`src/rtl/parking_lane_arbiter.sv`:
```
`default_nettype none
// =============================================================================
// Module  : parking_lane_arbiter
// Two-lane round-robin entry arbiter for a shared gate controller, with
// occupancy tracking. Define ARB_TIMEOUT_EN to build in the grant timeout.
// Revision: 1.0
// =============================================================================
module parking_lane_arbiter #(
   parameter int CAPACITY = 8,
   parameter int TIMEOUT  = 16
) (
   input  logic       clk,
   input  logic       rst,
   input  logic [1:0] req,
   input  logic       exit_evt,
   input  logic       ctrl_open_gate,
   input  logic       ctrl_close_gate,
   input  logic       ctrl_alarm_blocked,
   output logic [1:0] grant,
   output logic       sensor_vehicule_out,
   output logic [3:0] occupancy,
   output logic       full,
   output logic       timeout_err,
   output logic       blocked
);

   if (CAPACITY < 1 || CAPACITY > 15 || TIMEOUT < 2 || TIMEOUT > 255) begin : g_param_check
      $error("parking_lane_arbiter: CAPACITY or TIMEOUT out of range");
   end

   typedef enum logic [1:0] {
      S_IDLE    = 2'd0,
      S_GRANT   = 2'd1,
      S_PASS    = 2'd2,
      S_BLOCKED = 2'd3
   } state_t;

   state_t     state_q;
   logic [1:0] grant_q;
   logic [1:0] grant_d;
   logic       sensor_q;
   logic       blocked_q;
   logic       last_q;
   logic [3:0] occupancy_q;
   logic [3:0] occupancy_d;
   logic       inc;
   logic       dec;

`ifdef ARB_TIMEOUT_EN
   logic [7:0] tmo_cnt_q;
   logic       timeout_err_q;
`endif

   // Both lanes asking: serve the one not served last (last_q=1 means lane 1).
   always_comb begin
      grant_d = 2'b00;
      case (req)
         2'b01:   grant_d = 2'b01;
         2'b10:   grant_d = 2'b10;
         2'b11:   grant_d = last_q ? 2'b01 : 2'b10;
         default: grant_d = 2'b00;
      endcase
   end

   always_comb begin
      inc         = (state_q == S_PASS) && ctrl_close_gate;
      dec         = exit_evt && (occupancy_q != 4'd0);
      occupancy_d = occupancy_q;
      if (inc && !dec) begin
         occupancy_d = occupancy_q + 4'd1;
      end else if (dec && !inc) begin
         occupancy_d = occupancy_q - 4'd1;
      end
   end

   assign full = (occupancy_q == 4'(CAPACITY));

   always_ff @(posedge clk or posedge rst) begin
      if (rst) begin
         state_q       <= S_IDLE;
         grant_q       <= 2'b00;
         sensor_q      <= 1'b0;
         blocked_q     <= 1'b0;
         last_q        <= 1'b1;
         occupancy_q   <= 4'd0;
`ifdef ARB_TIMEOUT_EN
         tmo_cnt_q     <= 8'd0;
         timeout_err_q <= 1'b0;
`endif
      end else begin
         occupancy_q <= occupancy_d;
`ifdef ARB_TIMEOUT_EN
         timeout_err_q <= 1'b0;
`endif
         case (state_q)
            S_IDLE: begin
               if (req != 2'b00 && !full) begin
                  state_q  <= S_GRANT;
                  grant_q  <= grant_d;
                  sensor_q <= 1'b1;
`ifdef ARB_TIMEOUT_EN
                  tmo_cnt_q <= 8'd0;
`endif
               end
            end
            S_GRANT: begin
               if (ctrl_alarm_blocked) begin
                  state_q   <= S_BLOCKED;
                  grant_q   <= 2'b00;
                  sensor_q  <= 1'b0;
                  blocked_q <= 1'b1;
               end else if (ctrl_open_gate) begin
                  state_q <= S_PASS;
               end
`ifdef ARB_TIMEOUT_EN
               else if (tmo_cnt_q == 8'(TIMEOUT - 1)) begin
                  state_q       <= S_IDLE;
                  grant_q       <= 2'b00;
                  sensor_q      <= 1'b0;
                  timeout_err_q <= 1'b1;
                  last_q        <= grant_q[1];
               end else begin
                  tmo_cnt_q <= tmo_cnt_q + 8'd1;
               end
`endif
            end
            S_PASS: begin
               if (ctrl_close_gate) begin
                  state_q  <= S_IDLE;
                  grant_q  <= 2'b00;
                  sensor_q <= 1'b0;
                  last_q   <= grant_q[1];
               end
            end
            S_BLOCKED: begin
               grant_q  <= 2'b00;
               sensor_q <= 1'b0;
            end
            default: begin
               state_q  <= S_IDLE;
               grant_q  <= 2'b00;
               sensor_q <= 1'b0;
            end
         endcase
      end
   end

   assign grant               = grant_q;
   assign sensor_vehicule_out = sensor_q;
   assign occupancy           = occupancy_q;
   assign blocked             = blocked_q;

`ifdef ARB_TIMEOUT_EN
   assign timeout_err = timeout_err_q;
`else
   assign timeout_err = 1'b0;
`endif

endmodule
`default_nettype wire

```
`config.mk`:
```
export PLATFORM = sky130hd
export DESIGN_NAME = parking_lane_arbiter
export DESIGN_NICKNAME = d
export VERILOG_FILES = /design/src/rtl/parking_lane_arbiter.sv
export SDC_FILE = /design/constraint.sdc
export NUM_CORES = 1
export LEC_CHECK = 0
export BUFFER_PORTS_ARGS = -buffer_cell sky130_fd_sc_hd__buf_2
export CAP_MARGIN = 20
export CORE_MARGIN = 8
export CORE_UTILIZATION = 40
export CTS_BUF_LIST = sky130_fd_sc_hd__clkbuf_4
export CTS_CLUSTER_DIAMETER = 30
export DETAILED_ROUTE_END_ITERATION = 16
export HOLD_SLACK_MARGIN = 0.02
export SLEW_MARGIN = 15
export SYNTH_ARGS = -nofsm -noshare
export SYNTH_HDL_FRONTEND = slang
export SYNTH_SLANG_ARGS = --single-unit
```
`constraint.sdc`:
```
create_clock -name clk -period 2.7 [get_ports clk]
set_clock_uncertainty 0.05 [all_clocks]
set_input_delay 0.54 -clock clk [delete_from_list [all_inputs] [get_ports clk]]
set_output_delay 0.54 -clock clk [all_outputs]
set_load 0.01 [all_outputs]
```
==> summary.md <==
| Metric | Value |
|---|---|
| Status | completed |
| Synth unique cells | 33 |
| Clock buffer count from CTS | 3 |
| Vias in the first global route | 556 |
| Met1 GRT Util | 0.1097 |
| CP max FO | 7 |
| HPWL after detailed placement | 1111 microns |
| Final critical-path required period | 2438 ps |
| First-pass GRT wire length | 2456 microns |
| WL per Instance | 13.94 microns |
| CP Class | flip-flop to flip-flop |
| Final period util | 0.9031 |
| Max Slew Vio Count | 0 |
| GR Util met2 | 0.1465 |
| Placement Cell Area | 798.3 sq um |
| WHS | 200.4 ps |
| Worst path max stage delay | 490 ps |
| Die area | 0.003364 sq mm |
| RSZ-0062 raised after global routing | no |
| Core area | 0.001689 sq mm |
| Worst EP arrival | 2550 ps |
| Lkg Pwr | 0.3904 nW |
| Via-to-Cell Ratio | 5.495 |
| Grt ovf | 0 |
| Dpl cells | 99 |
| Global Route Usage Sum | 0.09686 |
| Register area share after synthesis | 0.3918 |
| Mapped Cells | 67 |
| Net count of the mapped netlist | 79 |
| Die Y | 58 microns |
| H-tree depth | 1 |
| Pwr Density | 1152 mW/mm^2 |
| Drt first pass iters | 4 |
| CTS Hold Bufs | 0 |
| Layout Nets | 99 |
| Crit-path cells | nand2_1 -> nor2_1 -> ha_1 -> inv_1 -> ha_1 -> or4_1 -> nand3_1 -> o221ai_2 |
| Antenna Cells | 0 |
| Register area | 276.5 sq um |
| Area of the multi-input gates | 390.4 sq um |
| Initial DRC Count | 6 |
| Clock sinks | 11 |
| Clock transition at path regs | 70 ps |
| Port-buffer cells | 16 |
| I/O pin cnt | 18 |
| Routed wire length | 1436 microns |
| Met3 Resource Use GR | 0.03974 |
| Clk_lat worst skew | 280 ps |
| Final Util | 0.4904 |
| Flop2flop setup slack | 260 ps |
| Max Root-Sink Buffers | 2 |
| Most common cell on crit path | ha_1 |
| Antenna viol nets, final | 0 |
| GRT busiest layer | met2 |
| Critical path data required time | 2810 ps |
| Peak VDD IR | 453.1 uV |
| Setup Viol. Count Final | 0 |
| Cts repair resizes | 0 |
| Die W | 58 microns |
| Remaining DRCs | 0 |
| Hold violation count in the final report | 0 |
| GPL Wtd Cong | 0.7514 |
| CTS tree | yes |
| Post-CTS setup-driven buffer insertion count | 0 |
| CP max-delay cell | dfrtp_1 |
| CP Capture Type | flip-flop |
| Row count | 15 |
| Vias | 566 |
| Synth Register Bits | 11 |
| Ys Warns | 0 |
| Highest-count cells in the layout ignoring fill and taps | 16 x buf_2, 10 x dfrtp_1, 5 x o21ai_0, 5 x nor2_1 |
| Initial Utilization | 0.4178 |
| Initial antenna violation count | 0 |
| Synthesized area | 705.7 sq um |
| Syn avg cell area | 10.53 sq um |
| Syn-to-layout area delta | 17.38% |
| Pin count of the biggest net entering global routing | 12 |
| Most common cell after layout, fill and taps aside | buf_2 |
| Worst setup SP type | flip-flop |
| Max_cap viols | 0 |
| Maximum clock frequency | 0.4101 GHz |
| Finished layout cell area | 828.3 sq um |
| Fraction of layout cells with a size suffix above 1 | 0.3605 |
| Root Buffer | clkbuf_4 |
| Layout Cells excl Fill | 103 |
| Filler cells | 174 |
| Min-delay worst type | primary input to asynchronous set/reset pin |
| TNS Setup | 0 ps |
-- synth_stat cells --
master     n  area share
dfstp_2    1       0.037
or3_2      1       0.011
o211a_1    1       0.014
conb_1     1      0.0053
o21bai_1   1       0.011
nand2_1    4       0.021
o41ai_1    1       0.012
fa_1       1       0.028
or3_1      2       0.018
a211o_1    1       0.012
a31o_2     1       0.012
nand3_1    4       0.028
o22ai_1    1      0.0089
o31ai_1    1       0.011
xnor2_1    2       0.025
nor2_1     5       0.027
buf_4      1       0.011
dfrtp_1   10        0.35
o21ai_0    5       0.035
o221ai_2   1       0.021
buf_6      1       0.016
nor4b_4    1       0.034
mux2i_1    2       0.028
a21bo_2    1       0.014
a21o_1     2       0.021
ha_1       3       0.053
or4_1      1       0.011
nand3b_1   2       0.021
mux2_2     2       0.032
inv_1      4       0.021
nor4_4     1       0.030
a21oi_1    1      0.0071
clkbuf_2   1      0.0071
-- final timing paths --
kind | depth (start not counted) | startpoint | end
setup / recovery | 8 | state_q[1]$_DFFE_PP0P_ | occupancy[3]$_DFFE_PP0P_
hold / removal | 2 | rst | blocked$_DFFE_PP0P_
setup reg to reg | 8 | state_q[1]$_DFFE_PP0P_ | occupancy[3]$_DFFE_PP0P_
hold reg to reg | 1 | blocked$_DFFE_PP0P_ | blocked$_DFFE_PP0P_
max in group asynchronous | 2 | rst | last_q$_DFFE_PP1P_
min in group clk | 2 | ctrl_close_gate | state_q[1]$_DFFE_PP0P_
-- power by group --
group,switching [mW],internal [mW]
Clock,0.0576,0.0674
Combinational,0.257,0.249
Sequential,0.0823,0.240
Total,0.397,0.557
-- sequential cells by signal, indices dropped and copies added, names as in the netlist --
signal,count
occupancy,4
grant,2
state_q,2
blocked,1
last_q,1
sensor_vehicule_out,1
-- final cells by class --
| class | instances | share of cell area |
|---|---|---|
| clock buffers | 4 | 0.03625 |
| multi-input cells | 49 | 0.4713 |
| flip-flops and latches | 11 | 0.3338 |
| well taps | 17 | 0.02568 |
| inverters | 4 | 0.01813 |
| repair buffers | 18 | 0.1148 |
-- metrics by stage --
step	total power [mW]	setup WS (ps)
2_1_floorplan	0.6987	315.5
3_3_place_gp	0.8288	147.0
3_5_place_dp	0.8328	147.0
4_1_cts	0.9647	242.0
5_1_grt	1.040	64.21
6_report	0.9540	261.6
-- cell families after synthesis --
| family | count (synthesis) | share of synthesized area |
|---|---|---|
| compound gates | 17 | 0.1808 |
| mux | 4 | 0.06028 |
| xor+xnor | 2 | 0.02483 |
| other cells | 1 | 0.005314 |
| fa+ha+maj | 4 | 0.08157 |
| buf+inv | 7 | 0.05495 |
| flops | 11 | 0.3919 |
| simple gates | 21 | 0.2003 |
-- layer usage --
metal | part of all wire | vias to the layer above
li1 | - | 284
met1 | 0.48 | 265
met2 | 0.45 | 13
met3 | 0.046 | 4
met4 | 0.022 | 0
met5 | 0 | -
-- worst max-delay path, delay by kind of cell (launching register included) --
kind	cells	cell delay, ps
AND/OR/NAND/NOR	4	940
AO/OA/AOI/OAI	1	90
buffers and inverters	1	120
flip-flops	1	490
adder cells (fa/ha/maj)	2	630
Power figures use the tool's default switching activity.
